File: config.mk
export PLATFORM = sky130hd
export DESIGN_NAME = tt_um_pwm_decoder
export DESIGN_NICKNAME = d
export VERILOG_FILES = /design/src/rtl/pwm_dec_pkg.sv /design/src/rtl/pwm_duty_div.sv /design/src/rtl/tt_um_pwm_decoder.sv
export SDC_FILE = /design/constraint.sdc
export NUM_CORES = 1
export LEC_CHECK = 0
export CORE_ASPECT_RATIO = 1.4
export CORE_MARGIN = 1.5
export CORE_UTILIZATION = 45
export CTS_CLUSTER_DIAMETER = 150
export DETAILED_ROUTE_END_ITERATION = 10
export PLACE_DENSITY_LB_ADDON = 0.2
export SYNTH_ARGS = -nofsm -noshare
export SYNTH_HDL_FRONTEND = slang
export SYNTH_SLANG_ARGS = --single-unit
File: constraint.sdc
create_clock -name clk -period 3.55 [get_ports clk]
set_input_delay 1.065 -clock clk [delete_from_list [all_inputs] [get_ports clk]]
set_output_delay 1.065 -clock clk [all_outputs]
set_load 0.005 [all_outputs]
File: src/rtl/pwm_dec_pkg.sv
// rtl/pwm_dec_pkg.sv - shared types and constants for the PWM capture/decoder tile
// Purpose: FSM state encoding, pin field indices and divider constants
//          used by tt_um_pwm_decoder and pwm_duty_div.
// Ports:   none (package).
package pwm_dec_pkg;

  typedef enum logic [1:0] {
    ST_ARM  = 2'd0,
    ST_WAIT = 2'd1,
    ST_DIV  = 2'd2,
    ST_TOUT = 2'd3
  } dec_state_t;

  // ui_in fields
  localparam int UI_PWM = 0;
  localparam int UI_CLR = 1;

  // uo_out fields
  localparam int UO_DUTY_LSB = 0;
  localparam int UO_DUTY_W   = 4;
  localparam int UO_VALID    = 4;
  localparam int UO_TOUT     = 5;
  localparam int UO_OVR      = 6;
  localparam int UO_LEVEL    = 7;

  // Duty is reported in tenths; the quotient needs 4 bits, one per divide step.
  localparam int DUTY_SCALE = 10;
  localparam int DIV_STEPS  = 4;

endpackage

File: src/rtl/pwm_duty_div.sv
// rtl/pwm_duty_div.sv - 4-step restoring divider computing round(10*h/p)
// Purpose: on start, latches N = 10*h + p/2 and D = p, then resolves one
//          quotient bit per cycle (k = 3..0).
// Ports:   clk, rst_n     - clock, async active-low reset
//          start          - load operands (one-cycle pulse)
//          h, p           - high time and period (h <= p, p >= 1)
//          busy           - divide in progress
//          q              - quotient; final value is valid while done=1
//          done           - high during the last step cycle
import pwm_dec_pkg::*;

module pwm_duty_div #(
  parameter int CNT_W = 12
) (
  input  logic             clk,
  input  logic             rst_n,
  input  logic             start,
  input  logic [CNT_W-1:0] h,
  input  logic [CNT_W-1:0] p,
  output logic             busy,
  output logic [3:0]       q,
  output logic             done
);

  localparam int N_W = CNT_W + 4;

  logic [N_W-1:0]   n_r;
  logic [N_W-1:0]   n_init;
  logic [N_W-1:0]   dk;
  logic [CNT_W-1:0] d_r;
  logic [1:0]       k_r;
  logic [3:0]       q_r;
  logic             ge;

  // q includes the bit resolved in the current step, so the caller can
  // commit the final quotient in the same cycle that done is high.
  always_comb begin
    n_init = N_W'(h) * N_W'(DUTY_SCALE) + N_W'(p >> 1);
    dk     = N_W'(d_r) << k_r;
    ge     = (n_r >= dk);
    q      = q_r | (ge ? (4'b0001 << k_r) : 4'b0000);
    done   = busy && (k_r == 2'd0);
  end

  always_ff @(posedge clk or negedge rst_n) begin
    if (!rst_n) begin
      n_r  <= '0;
      d_r  <= '0;
      k_r  <= 2'd0;
      q_r  <= 4'd0;
      busy <= 1'b0;
    end else if (start) begin
      n_r  <= n_init;
      d_r  <= p;
      k_r  <= 2'(DIV_STEPS - 1);
      q_r  <= 4'd0;
      busy <= 1'b1;
    end else if (busy) begin
      if (ge) begin
        n_r <= n_r - dk;
      end
      q_r <= q;
      if (k_r == 2'd0) begin
        busy <= 1'b0;
      end else begin
        k_r <= k_r - 2'd1;
      end
    end
  end

endmodule

File: src/rtl/tt_um_pwm_decoder.sv
// rtl/tt_um_pwm_decoder.sv - PWM capture tile reporting duty (tenths) and period
// Purpose: synchronises pwm_in, measures rise-to-rise period and high time,
//          divides to a duty in tenths, flags timeout and overrun.
// Ports:   ui_in[0] pwm_in, ui_in[1] clr_flags
//          uo_out   {level, overrun, timeout, valid, duty[3:0]}
//          uio_out  measured period saturated to 255; uio_oe = 8'hFF
//          uio_in, ena unused; clk, rst_n (async active-low)
import pwm_dec_pkg::*;

module tt_um_pwm_decoder #(
  parameter int CNT_W = 12
) (
  input  logic [7:0] ui_in,
  output logic [7:0] uo_out,
  input  logic [7:0] uio_in,
  output logic [7:0] uio_out,
  output logic [7:0] uio_oe,
  input  logic       ena,
  input  logic       clk,
  input  logic       rst_n
);

  localparam logic [CNT_W-1:0] CNT_MAX = '1;

  logic             sync1;
  logic             level;
  logic             prev;
  logic             rise;
  logic             clr_flags;

  logic [CNT_W-1:0] pc;
  logic [CNT_W-1:0] hc;
  logic [CNT_W-1:0] p_cap;
  logic             pc_sat;

  dec_state_t       state;
  dec_state_t       state_nxt;
  logic             div_start;
  logic             ovr_set;
  logic             commit;
  logic             tout_enter;

  logic             div_busy;
  logic             div_done;
  logic [3:0]       div_q;

  logic [3:0]       duty_r;
  logic             valid_r;
  logic             tout_r;
  logic             ovr_r;
  logic [7:0]       per_r;

  logic             unused_pins;
  assign unused_pins = &{1'b0, ena, uio_in, ui_in[7:2], div_busy};

  assign clr_flags = ui_in[UI_CLR];
  assign rise      = level & ~prev;
  assign pc_sat    = (pc == CNT_MAX);

  always_ff @(posedge clk or negedge rst_n) begin
    if (!rst_n) begin
      sync1 <= 1'b0;
      level <= 1'b0;
      prev  <= 1'b0;
    end else begin
      sync1 <= ui_in[UI_PWM];
      level <= sync1;
      prev  <= level;
    end
  end

  // Both counters restart at 1 on a rise: the rise cycle is already the first
  // (high) cycle of the new window, so H <= P always holds at capture.
  always_ff @(posedge clk or negedge rst_n) begin
    if (!rst_n) begin
      pc <= '0;
      hc <= '0;
    end else if (rise) begin
      pc <= CNT_W'(1);
      hc <= CNT_W'(1);
    end else begin
      if (!pc_sat) begin
        pc <= pc + CNT_W'(1);
      end
      if (level && (hc != CNT_MAX)) begin
        hc <= hc + CNT_W'(1);
      end
    end
  end

  always_ff @(posedge clk or negedge rst_n) begin
    if (!rst_n) begin
      state <= ST_ARM;
      p_cap <= '0;
    end else begin
      state <= state_nxt;
      if (div_start) begin
        p_cap <= pc;
      end
    end
  end

  always_comb begin
    state_nxt = state;
    div_start = 1'b0;
    ovr_set   = 1'b0;
    commit    = 1'b0;
    unique case (state)
      ST_ARM: begin
        if (rise) begin
          state_nxt = ST_WAIT;
        end else if (pc_sat) begin
          state_nxt = ST_TOUT;
        end
      end
      ST_WAIT: begin
        if (rise) begin
          state_nxt = ST_DIV;
          div_start = 1'b1;
        end else if (pc_sat) begin
          state_nxt = ST_TOUT;
        end
      end
      ST_DIV: begin
        // A rise here is dropped; the counters still restart on it.
        ovr_set = rise;
        if (div_done) begin
          commit    = 1'b1;
          state_nxt = ST_WAIT;
        end
      end
      ST_TOUT: begin
        if (rise) begin
          state_nxt = ST_ARM;
        end
      end
      default: state_nxt = ST_ARM;
    endcase
    tout_enter = (state_nxt == ST_TOUT) && (state != ST_TOUT);
  end

  pwm_duty_div #(
    .CNT_W (CNT_W)
  ) u_div (
    .clk   (clk),
    .rst_n (rst_n),
    .start (div_start),
    .h     (hc),
    .p     (pc),
    .busy  (div_busy),
    .q     (div_q),
    .done  (div_done)
  );

  always_ff @(posedge clk or negedge rst_n) begin
    if (!rst_n) begin
      duty_r  <= 4'd0;
      valid_r <= 1'b0;
      tout_r  <= 1'b0;
      per_r   <= 8'd0;
    end else if (tout_enter) begin
      tout_r <= 1'b1;
      duty_r <= level ? 4'(DUTY_SCALE) : 4'd0;
      per_r  <= 8'hFF;
    end else if (commit) begin
      duty_r  <= div_q;
      per_r   <= (p_cap > CNT_W'(255)) ? 8'hFF : p_cap[7:0];
      valid_r <= 1'b1;
      tout_r  <= 1'b0;
    end
  end

  // Set wins over a simultaneous clear.
  always_ff @(posedge clk or negedge rst_n) begin
    if (!rst_n) begin
      ovr_r <= 1'b0;
    end else if (ovr_set) begin
      ovr_r <= 1'b1;
    end else if (clr_flags) begin
      ovr_r <= 1'b0;
    end
  end

  always_comb begin
    uo_out = 8'd0;
    uo_out[UO_DUTY_LSB +: UO_DUTY_W] = duty_r;
    uo_out[UO_VALID]                 = valid_r;
    uo_out[UO_TOUT]                  = tout_r;
    uo_out[UO_OVR]                   = ovr_r;
    uo_out[UO_LEVEL]                 = level;
  end

  assign uio_out = per_r;
  assign uio_oe  = 8'hFF;

endmodule
-- After elaboration in Yosys (flattened, before gate mapping)
Index checks and enable logic that the tools add are counted.
Widths: inputs -> output; s select.
- $add $sub $neg: 5
- multiply operators: 1
- $lt $le $gt $ge: 2
- equality and inequality tests: 9
- shifts and indexed selects: 2
- multiplexer cells: 37
- bitwise logic cells: 4
- reduce and logical (&&, ||, !) cells: 13
- operators with widths (cell ; number):
    $mux 12 ; 4
    $mux 16 ; 3
    $add 12x1->12 const B ; 2
    $mux 4 ; 6
    $mux 8 ; 3
    $add 16x11->16 ; 1
    $ge 16x16->1 ; 1
    $mux 2 ; 8
    $shl 12x2->16 ; 1
    $sub 16x16->16 ; 1
    $mul 12x3->15 const B ; 1
    $eq 12x12->1 const B ; 1
    $gt 12x8->1 const B ; 1
    $mux 1 ; 12
    $ne 12x12->1 const B ; 1
    $reduce_bool 2->1 ; 5
    $pmux 2 s4 ; 1
    $eq 2x2->1 const B ; 3
    $ne 2x2->1 const B ; 3
    $reduce_and 2->1 ; 3
    $logic_not 2->1 ; 2
    $or 4x4->4 ; 1
    $shl 1x2->4 const A ; 1
    $logic_and 1x1->1 ; 3
    4 further kinds ; 5
- bits in registers: 79
- bits of input ports: 19
- output and inout bits: 24
- logic and storage cells: 89

-- Depth between registers and ports, before layout
Gate-level depths: netlist (run 1).
- word-level depth: 8
- depth in mapped cells: 14
- gate-level depth less buffers: 13

-- By module
A second synthesis (run 1) with hierarchy kept.
- cells, all modules: 631
- area total of the unflattened synthesis: 6148.4 um^2
- by module, submodules not included (module ; instances ; cells each ; area an instance (um^2) ; sequential area each (um^2)):
    pwm_duty_div ; 1 ; 399 ; 3572.2 ; 875.8
    tt_um_pwm_decoder ; 1 ; 232 ; 2576.2 ; 1401.3

-- Least setup slack after synthesis (run 1)
OpenSTA, ideal clock, no wires.
- path kind: register -> register
- from: reg u_div.k_r[1]
- to: reg u_div.n_r[12]
- setup time: 0.125 ns
- arrival: 3.390 ns
- data required time: 3.425 ns
- slack: 0.035 ns
- stages on the path, launching flop included: 14
- path buffers: 2
- period minus slack after synthesis: 3.515 ns
- cells stage by stage: dfrtp_1 > clkbuf_1 > clkbuf_1 > inv_1 > and3_1 > ha_1 > fa_1 > nor2b_1 > o31a_1 > o211a_4 > o211ai_4 > a21oi_4 > mux2_4 > mux2_2
- longest elaborated chain between the ends: 5
- elaborated cells between the ends (all ways): 8
- classes of those cells: add/sub (1); order compare (1); shift (1); mux (3); reduce/logical (2)
- ends and longest elaborated chain (item ; RTL line ; RTL):
    from (decl) ; pwm_duty_div.sv:31 ; logic [1:0] k_r;
    from (signal assigned) ; pwm_duty_div.sv:55 ; k_r <= 2'(DIV_STEPS - 1);
    from (signal assigned) ; pwm_duty_div.sv:66 ; k_r <= k_r - 2'd1;
    $shl 12x2->16 (*) ; pwm_duty_div.sv:39 ; dk = N_W'(d_r) << k_r;
    $sub 16x16->16 ; pwm_duty_div.sv:60 ; n_r <= n_r - dk;
    $mux 16 ; pwm_duty_div.sv:59 ; if (ge) begin
    $mux 16 ; pwm_duty_div.sv:58 ; end else if (busy) begin
    $mux 16 ; pwm_duty_div.sv:52 ; end else if (start) begin
    to (signal assigned) ; pwm_duty_div.sv:53 ; n_r <= n_init;
    to (signal assigned) ; pwm_duty_div.sv:60 ;
    to (decl) ; pwm_duty_div.sv:27 ; logic [N_W-1:0] n_r;
Mark *: on every way between the ends. The rest lies on a longest branch, timed or not. The select of a mux whose other input is x is not followed.
A chain may end at the register's enable or synchronous reset.

-- Final worst setup path (run 1)
- from: reg u_div.k_r[0]
- to: reg u_div.n_r[0]
Same word-level chain as after synthesis.

==> impl_results.md, run 1 <==
- Outcome: completed
- Most common cell in the netlist: dfrtp_1
- Detail Route Antenna Nets: 0
- DIE AREA: around 13000 um2
- Post-Synthesis Cells: 626
- FF+latch count, synth: 79
- CTS Hold Bufs: 0
- Top cells by area, synth: dfrtp_1, ha_1, nand2_1, xnor2_1, a21oi_1
- Final hold vios: 0
- Grt ovf: 0
- Crit-path cells: mux4_2 > inv_1 > ha_1 > a21o_1 > or3_4 > o211a_4 > or3b_4 > nand3_2 > mux2_1 > o21ai_1
- Post-synthesis sequential area ratio: 34.75%
- Die Wd: 98.03 um
- Crit path required time: between 3000 and 4000 ps
- GR Util All Layers: 21.11%
- Critical Path Max Stage Delay: 540 ps
- Slew margin rel.: a little under a third
- I/O pins: 43
- Flop-to-flop setup slack: 170 ps
- Setup WS pre-CTS: 92.88 ps
- Final Critical Period: between 3000 and 4000 ps
- CTS Root Cell: clkbuf_16
- Row count: 48
- Crit Path Category: register to register
- Ys flop type: dfrtp_1
- Reg area: 1978 um2
- Core area: ~12000 um2
- Synth warnings: 0
- Crit end category: register
- Hpwl dp: 10290 um
- LEAKAGE: 3.065 nW
- Peak supply drop: 0.3341 mV
- PwrDens: 822.1 nW/um2
- # diodes: 0
- FF-to-FF path depth: 10
- Final Net Count: 730
- Worst hold stages: 0
- Longest Clk Path Bufs: 2
- Initial antenna violation count: 0
- Clock Skew: between 6 and 7 ps
- Unique masters post-synth: 66
- Ys async rst share: 100.0%
- Setup violations, final: 0
- Synth top area share: a little over a third
- Tightest Pin Transition: between 1000 and 1500 ps
- Port bufs: 19
- CTS tree: yes
- Routed WL per cell: ~17 um
- 1st-iter DRT viols: 254
- Gp weighted congestion: between 0.8 and 0.9
- Syn Area/Cell: 9.088 um2
- Crit Path Max Fanout: 7
- Clock transition at path regs: approximately 60 ps
- Mapped Area: 5689 um2
- Largest net degree at the start of global routing: 80
- Area Growth Syn to Fin: 13.72%
- Drt first pass iters: 6
- Ratio of cells with drive above 1 in the final layout: 10.29%
- Maximum clock frequency: approximately 300 MHz
- Buf+Inv Stages, Crit Path: 1
- Clk_lat worst skew: between 300 and 400 ps
- Final wirelength: 13720 um
- Crit path launch type: register
- Setup_tns: 0 ps
- Footprint of the multi-input gates: 3493 um2
- Final worst slack: 169.5 ps
- Unrepaired setup endpoints after global routing: false
- CP top delay family: simple AND/OR/NAND/NOR gates
- MaxCap Viol Count: 0
- Initial Util: ~46%
- H-tree depth: 3
- Die H: approximately 140 um
- Final period util: a little over nine tenths
- Slew Limit Fails: 0
- Vias in the first global route: 4537
- Worst min-delay path class: register to register
- Drt drc: 0
- Number of CTS-inserted buffers: 9
- Critical path data arrival time: 3650 ps
- Vias: 4688
- First-pass GRT wire length: 22540 um
- Yosys top cell by area: dfrtp_1
- EDFF count, synth: 0
- Via density: 5.781
- Critical Path Stages: 10
- Post-synth top cells: dfrtp_1, nand2_1, ha_1, nor2_1, a21oi_1
- Critical path's slowest cell: mux4_2
- Filler cells: 1144
- CTS sink count: a little under 80
## power breakdown
part / switching (W) / internal (W) / total [W] / leakage, nW
logic: 0.00148 / 0.00133 / 0.00281 / 1.89
clock network: 0.000384 / 0.000692 / 0.00108 / 0.164
registers: 0.000255 / 0.00117 / 0.00143 / 1.01
total: 0.00212 / 0.00320 / 0.00532 / 3.07
## repair_timing
item	4_1_cts	5_1_grt
resized for setup	0	5
setup buffers	0	1
endpoints found under the setup margin	0	14
## placed cells by master (no fill, tap or decap), types with 4 or more instances in the layout
cell | Yosys | layout
nand2b_1 | 6 | 6
mux2_2 | 5 | 5
nor3_1 | 8 | 8
a31oi_1 | 5 | 5
clkdlybuf4s50_1 | 0 | 18
dfrtp_1 | 79 | 78
nand4_1 | 11 | 11
a211oi_1 | 8 | 8
mux2i_1 | 18 | 18
conb_1 | 1 | 8
o211ai_1 | 5 | 5
o22ai_1 | 10 | 10
or3_1 | 10 | 10
a21o_1 | 8 | 8
nor2_1 | 50 | 49
nand2_1 | 76 | 76
o21ai_0 | 33 | 33
or2_2 | 4 | 4
inv_1 | 28 | 28
xor2_1 | 16 | 16
buf_4 | 12 | 21
ha_1 | 52 | 51
o21a_1 | 6 | 6
mux4_2 | 4 | 4
a21oi_1 | 44 | 43
clkbuf_16 | 0 | 9
and3_1 | 11 | 11
nand3_1 | 13 | 13
nor2b_1 | 7 | 7
xnor2_1 | 28 | 28
## final cells by class
type | count | area share (%)
repair buffers | 40 | 5.531
flip-flops and latches | 79 | 30.57
inverters | 29 | 1.682
well taps | 150 | 2.901
clock buffers | 10 | 3.539
multi-input cells | 497 | 53.99
clock inverters | 6 | 1.779
## per-stage QoR
| stage | power (W) | cells | instance area, um2 | utilization (%) | hold WS [ps] |
|---|---|---|---|---|---|
| 6_report | 0.005319 | 811 | 6470 | 52.55 | 347.9 |
| 5_1_grt | 0.005730 | 811 | 6470 | 52.55 | 371.2 |
| 4_1_cts | 0.005341 | 810 | 6449 | 52.38 | 350.1 |
| 3_5_place_dp | 0.004231 | 794 | 6105 | 49.58 | 335.8 |
| 3_3_place_gp | 0.004167 | 794 | 6105 | 49.58 | 334.9 |
| 2_1_floorplan | 0.003373 | 633 | 5715 | - | 331.2 |
## state kept, by name (all words and copies together), names as in the netlist, 4 cells and up
| register | flops |
|---|---|
| hc | 12 |
| pc | 12 |
| duty_r | 4 |
| u_div.q_r | 4 |
| u_div.d_r | 12 |
| uio_out | 8 |
| u_div.n_r | 16 |
## routing by layer
layer	track usage [%]	up-vias	wire length, um
met5	0	-	0
met4	5.952	0	242
met3	3.290	18	455
met2	38.28	98	7190
met1	25.83	2276	5833
li1	-	2296	-
## path summary, 6_finish.rpt
check / to / start
max in group asynchronous: u_div.k_r[1] / rst_n
hold reg to reg: level / sync1
setup reg to reg: u_div.n_r[0] / u_div.k_r[0]
hold / removal: level / sync1
min in group asynchronous: sync1 / rst_n
setup / recovery: u_div.n_r[0] / u_div.k_r[0]
## cell families after synthesis
family / count (synthesis) / synth area share (%)
mux: 29 / 6.202
xor+xnor: 44 / 6.774
other cells: 1 / 0.06591
fa+ha+maj: 55 / 12.49
flops: 79 / 34.75
compound gates: 151 / 17.44
simple gates: 210 / 17.70
buf+inv: 57 / 4.574
Note: power is estimated with default switching activity, not from simulation.
==> run 2: changes to the inputs <==
--- a/config.mk
+++ b/config.mk
@@ -10,6 +10,7 @@
 export CORE_UTILIZATION = 45
 export CTS_CLUSTER_DIAMETER = 150
 export DETAILED_ROUTE_END_ITERATION = 10
+export GPL_ROUTABILITY_DRIVEN = 0
 export PLACE_DENSITY_LB_ADDON = 0.2
 export SYNTH_ARGS = -nofsm -noshare
 export SYNTH_HDL_FRONTEND = slang
==> impl_results.md, run 2 (synthesized netlist as in run 1, its figures left out) <==
- Outcome: completed
- Pint: 0.003101 W
- Final worst slack: 205.5 ps
- Crit Path Max Fanout: 9
- Most common cell after layout, fill and taps aside: dfrtp_1
- Setup violations, final: 0
- Critical Path Max Stage Delay: ~530 ps
- Sw frac: between 40% and 50%
- Crit-path cells: mux4_2 > inv_1 > ha_1 > a21o_1 > or3_4 > o211a_4 > or3b_4 > nand3_2 > mux2_1 > o21ai_1
- Critical path's slowest cell: mux4_2
- 1st-iter DRT viols: 231
- Crit Path Category: register to register
- Vias: 4648
- CTS Root Cell: clkbuf_16
- Drt drc: 0
- Routed WL per cell: around 17 um
- Crit path required time: 3810 ps
- PwrDens: about 810 nW/um2
- Core area: 12310 um2
- Row count: 48
- Final hold vios: 0
- MaxCap Viol Count: 0
- Commonest cells after routing, fill and taps aside: dfrtp_1, nand2_1, ha_1, nor2_1, a21oi_1
- Clock transition at path regs: about 60 ps
- Final Hold Slack: about 350 ps
- Largest net degree at the start of global routing: 80
- Vias in the first global route: 4560
- Die Wd: 98.03 um
- Utilization after layout: 52.21%
- Slew Limit Fails: 0
- Slew margin rel.: 32.05%
- Crit end category: register
- Critical path data arrival time: 3610 ps
- CP top delay family: simple AND/OR/NAND/NOR gates
- Clock power frac: 19.6%
- DIE AREA: 13340 um2
- CTS tree: yes
- Grt ovf: 0
- Biggest register: u_div.n_r
- Worst min-delay path class: register to register
- CTS sink count: 79
- Final wirelength: 13460 um
- Combinational power share: between 50% and 60%
- Placed Cells: just under 800
- Largest register FFs: 16
- Clock Skew: 7.087 ps
- Port bufs: 19
- Unrepaired setup endpoints after global routing: true
- Maximum clock frequency: 299.0 MHz
- Sw Pwr: 0.002103 W
- Tightest Pin Transition: just over 1000 ps
- Crit path launch type: register
- CTS Hold Bufs: 0
- Clk_lat worst skew: 340 ps
- Buf+Inv Stages, Crit Path: 1
- Initial antenna violation count: 0
- Layout Cells excl Fill: 810
- Final Net Count: about 730
- Via density: 5.738
- I/O pins: 43
- First-pass GRT wire length: 22160 um
- Drt first pass iters: 5
- Peak supply drop: 0.3148 mV
- Area Growth Syn to Fin: 12.98%
- Number of CTS-inserted buffers: 9
- Hpwl dp: 10100 um
- Longest Clk Path Bufs: 2
- Final period util: 94.21%
- Detail Route Antenna Nets: 0
- GR Util All Layers: 20.65%
- Seq pwr share: between 20% and 30%
- H-tree depth: 3
- Initial Util: 46.21%
- Setup WS pre-CTS: 67.25 ps
- LEAKAGE: 3.055 nW
- Die H: 136.0 um
- # diodes: 0
- Final Critical Period: ~3300 ps
- Ratio of cells with drive above 1 in the final layout: roughly a tenth
run 2: cell type report:
type                    instances  area (um2)
repair buffers                 39       337.8
clock buffers                   9       225.2
inverters                      29       108.9
clock inverters                 7       102.6
multi-input cells             497        3487
flip-flops and latches         79        1978
well taps                     150       187.7
fillers                      1152        5884
run 2: worst paths after layout:
check,startpoint,end,slack [ps],depth (start not counted)
max reg2reg,u_div.k_r[0],u_div.n_r[0],210,10
max in group asynchronous,rst_n,u_div.k_r[0],1930,1
min,sync1,level,350,0
max,u_div.k_r[0],u_div.n_r[0],210,10
min reg2reg,sync1,level,350,0
min in group asynchronous,rst_n,ovr_r,900,1
run 2: repair_timing:
item / CTS / global route
resized for setup: 0 / 2
endpoints found under the setup margin: 0 / 11
endpoints found under the hold margin: 0 / 0
setup buffers: 0 / 0
run 2: worst reg2reg max path: stages, from the launching register on:
cell and delay [ps]:
dfrtp_2 510, mux4_2 530, inv_1 90, ha_1 290
a21o_1 220, or3_4 350, o211a_4 260, or3b_4 420
nand3_2 160, mux2_1 340, o21ai_1 110
run 2: stage by stage:
stage	power, W	TNS [ps]	instance area (um2)
2_1_floorplan	0.003373	0	5715
3_3_place_gp	0.004097	0	6092
3_5_place_dp	0.004162	0	6092
4_1_cts	0.005210	0	6420
5_1_grt	0.005589	-4.789	6427
6_report	0.005204	0	6427
run 2: layer usage:
metal	track usage (%)	share of wire, %	vias to the layer above
met5	0	0	-
met4	7.460	2.5	0
met3	2.674	2.6	20
met2	36.02	51	88
met1	26.15	44	2248
li1	-	-	2292
run 2: power by group through the flow:
stage | combinational (W) | sequential (W) | clock [W]
6_report | 0.00277 | 0.00142 | 0.00102
5_1_grt | 0.00306 | 0.00146 | 0.00108
4_1_cts | 0.00276 | 0.00142 | 0.00104
3_5_place_dp | 0.00273 | 0.00143 | 0
3_3_place_gp | 0.00267 | 0.00142 | 0
2_1_floorplan | 0.00202 | 0.00135 | 0
==> run 3: changes to the inputs <==
--- a/config.mk
+++ b/config.mk
@@ -5,6 +5,7 @@
 export SDC_FILE = /design/constraint.sdc
 export NUM_CORES = 1
 export LEC_CHECK = 0
+export ABC_AREA = 1
 export CORE_ASPECT_RATIO = 1.4
 export CORE_MARGIN = 1.5
 export CORE_UTILIZATION = 45
@@ -12,6 +13,7 @@
 export DETAILED_ROUTE_END_ITERATION = 10
 export GPL_ROUTABILITY_DRIVEN = 0
 export PLACE_DENSITY_LB_ADDON = 0.2
+export SETUP_SLACK_MARGIN = 0.4
 export SYNTH_ARGS = -nofsm -noshare
 export SYNTH_HDL_FRONTEND = slang
 export SYNTH_SLANG_ARGS = --single-unit
==> impl_results.md, run 3 <==
- # diodes: 0
- Clock transition at path regs: 60 ps
- Final hold vios: 0
- Biggest register: u_div.n_r
- LEAKAGE: about 3.3 nW
- Crit-path cells: ha_1 > ha_2 > fa_2 > buf_4 > a21oi_2 > xnor2_1 > ha_1 > a21o_1 > a21oi_2 > nand3_2 > and2_4 > nand3_1 > nand3_1 > nand2_1 > o21ai_1
- First-pass GRT wire length: 23650 um
- Area Growth Syn to Fin: 12.79%
- Ys async rst share: 100.0%
- Setup_tns: 0 ps
- Mapped Area: ~6000 um2
- MaxCap Viol Count: 0
- Ys flop type: dfrtp_1
- Crit Path Max Fanout: 4
- Drt drc: 0
- Hpwl dp: 10930 um
- Worst hold stages: 0
- FF-to-FF path depth: 15
- Final Hold Slack: 360.4 ps
- Routed WL per cell: 14.03 um
- DIE AREA: 14110 um2
- Crit path required time: 3780 ps
- RR Startpoint: hc[3]
- CTS sink count: 79
- Placed Cells: 1003
- Slew margin rel.: about a third
- Final Critical Period: 3006 ps
- Final Net Count: 918
- I/O pins: between 40 and 50
- GR Util All Layers: about a fifth
- 1st-iter DRT viols: 271
- Crit path launch type: register
- PwrDens: 760.1 nW/um2
- Post-synth top cells: nand2_1, dfrtp_1, inv_1, o21ai_0, nor2_1
- Flop-to-flop setup slack: 540 ps
- Grt ovf: 0
- Initial Util: 46.59%
- Vias in the first global route: 5237
- Buf+Inv Stages, Crit Path: 1
- Most common cell in the netlist: nand2_1
- Largest net degree at the start of global routing: 80
- Commonest cells after routing, fill and taps aside: nand2_1, inv_1, o21ai_0, dfrtp_1, nor2_1
- H-tree depth: 3
- Tightest Pin Transition: between 1000 and 1500 ps
- Final wirelength: ~14000 um
- Drt first pass iters: 4
- CTS Hold Bufs: 0
- Clock power frac: 19.6%
- Unique masters post-synth: 49
- Maximum clock frequency: 332.6 MHz
- Setup crit start: hc[3]
- EDFF count, synth: 0
- Sw Pwr: 0.002301 W
- Setup violations, final: 0
- Unrepaired setup endpoints after global routing: true
- Reg-to-Reg End: u_div.n_r[15]
- Seq pwr share: around a quarter
- CTS tree: yes
- Post-Synthesis Cells: 824
- Sw frac: approximately 45%
- Final period util: 84.68%
- Critical path data arrival time: 3230 ps
- Peak supply drop: between 0.3 and 0.4 mV
- Critical path's slowest cell: dfrtp_2
- Post-synthesis sequential area ratio: 32.80%
- Vias: 5403
- Worst min-delay path class: register to register
- Die Wd: 100.8 um
- Filler cells: 1240
- Synth warnings: 0
- Number of CTS-inserted buffers: 9
- Core area: 12940 um2
- Crit end category: register
- Layout Cells excl Fill: between 1k and 1.5k
- Worst hold endpoint: level
- Ratio of cells with drive above 1 in the final layout: 10.95%
- CP top delay family: adder cells
- Clock Skew: 7.630 ps
- Top cells by area, synth: dfrtp_1, nand2_1, ha_1, o21ai_0, inv_1
- Initial antenna violation count: 0
- Synth top area share: 32.80%
- Longest Clk Path Bufs: 2
- CTS Root Cell: clkbuf_16
- Critical Path Max Stage Delay: 420 ps
- FF+latch count, synth: 79
- Port bufs: 19
- Via density: around 5.3
- Hold path start: sync1
- Slew Limit Fails: 0
- Outcome: completed
- Row count: 49
- Combinational power share: 54.6%
- Crit Path Category: register to register
- Yosys top cell by area: dfrtp_1
- Most common cell after layout, fill and taps aside: nand2_1
- Detail Route Antenna Nets: 0
- Die H: 139.9 um
- Clk_lat worst skew: 340 ps
- Largest register FFs: 16
- Pint: about 0.0029 W
- Syn Area/Cell: 7.314 um2
-- run 3: cell count changes in the layout (fill, tap and decap cells not counted), sizes merged, moves of 9 or more --
cell   previous run  this run
nand2            76       213
xnor2            28         6
or3              11         0
inv              31        88
nor2             50        76
and3             11         0
o21ai            35        86
mux2i            18         4
a21oi            45        54
nand3            14        66
-- run 3: cells by family after synthesis --
kind of cell | Yosys count | share of synthesized area (%)
simple gates | 389 | 29.13
flops | 79 | 32.80
fa+ha+maj | 55 | 11.79
buf+inv | 117 | 8.594
mux | 4 | 0.6643
xor+xnor | 15 | 2.180
other cells | 1 | 0.06222
compound gates | 164 | 14.78
-- run 3: power by group through the flow --
stage                     combinational, W  clock (W)  sequential (W)
after floorplan                    0.00216          0         0.00131
after global routing               0.00320    0.00107         0.00137
final                              0.00282    0.00101         0.00133
after detailed placement           0.00278          0         0.00136
after global placement             0.00272          0         0.00134
after CTS                          0.00282    0.00104         0.00134
-- run 3: metal layers --
layer	track usage [%]	share of wire, %	vias up
met5	0	0	-
met4	10.30	3.8	0
met3	2.794	2.0	31
met2	36.77	52	74
met1	25.06	43	2533
li1	-	-	2765
-- run 3: final cells by class --
type                            count  area, um2  area share, %
Inverter                           87      329.1          4.841
Clock inverter                      6      92.59          1.362
Tap cell                          178      222.7          3.276
Sequential cell                    79       1981          29.14
Timing Repair Buffer               32      285.3          4.197
Clock buffer                       10      229.0          3.368
Multi-Input combinational cell    635       3659          53.82
-- run 3: through the flow --
stage / total power (W) / utilization (%) / setup WS (ps) / cell area (um2)
after floorplan: 0.003468 / - / 651.3 / 6053
after global placement: 0.004069 / 48.80 / 272.8 / 6312
after detailed placement: 0.004139 / 48.80 / 208.5 / 6312
after CTS: 0.005193 / 51.57 / 400.3 / 6671
after global routing: 0.005641 / 52.55 / 351.8 / 6798
final: 0.005167 / 52.55 / 543.8 / 6798
-- run 3: worst max path at each step --
stage | end | slack, ps | cells after the start
floorplan | u_div.n_r[14] | 650 | 17
global placement | u_div.n_r[14] | 270 | 17
detailed placement | u_div.n_r[14] | 210 | 17
CTS | u_div.n_r[13] | 400 | 16
global route | u_div.n_r[15] | 350 | 16
finish | u_div.n_r[15] | 540 | 15
-- run 3: timing repair --
action | 4_1_cts | 5_1_grt
cloned | 0 | 0
resized for setup | 6 | 24
pin swaps | 2 | 7
buffers inserted | 3 | 5
setup endpoints to repair | 5 | 7
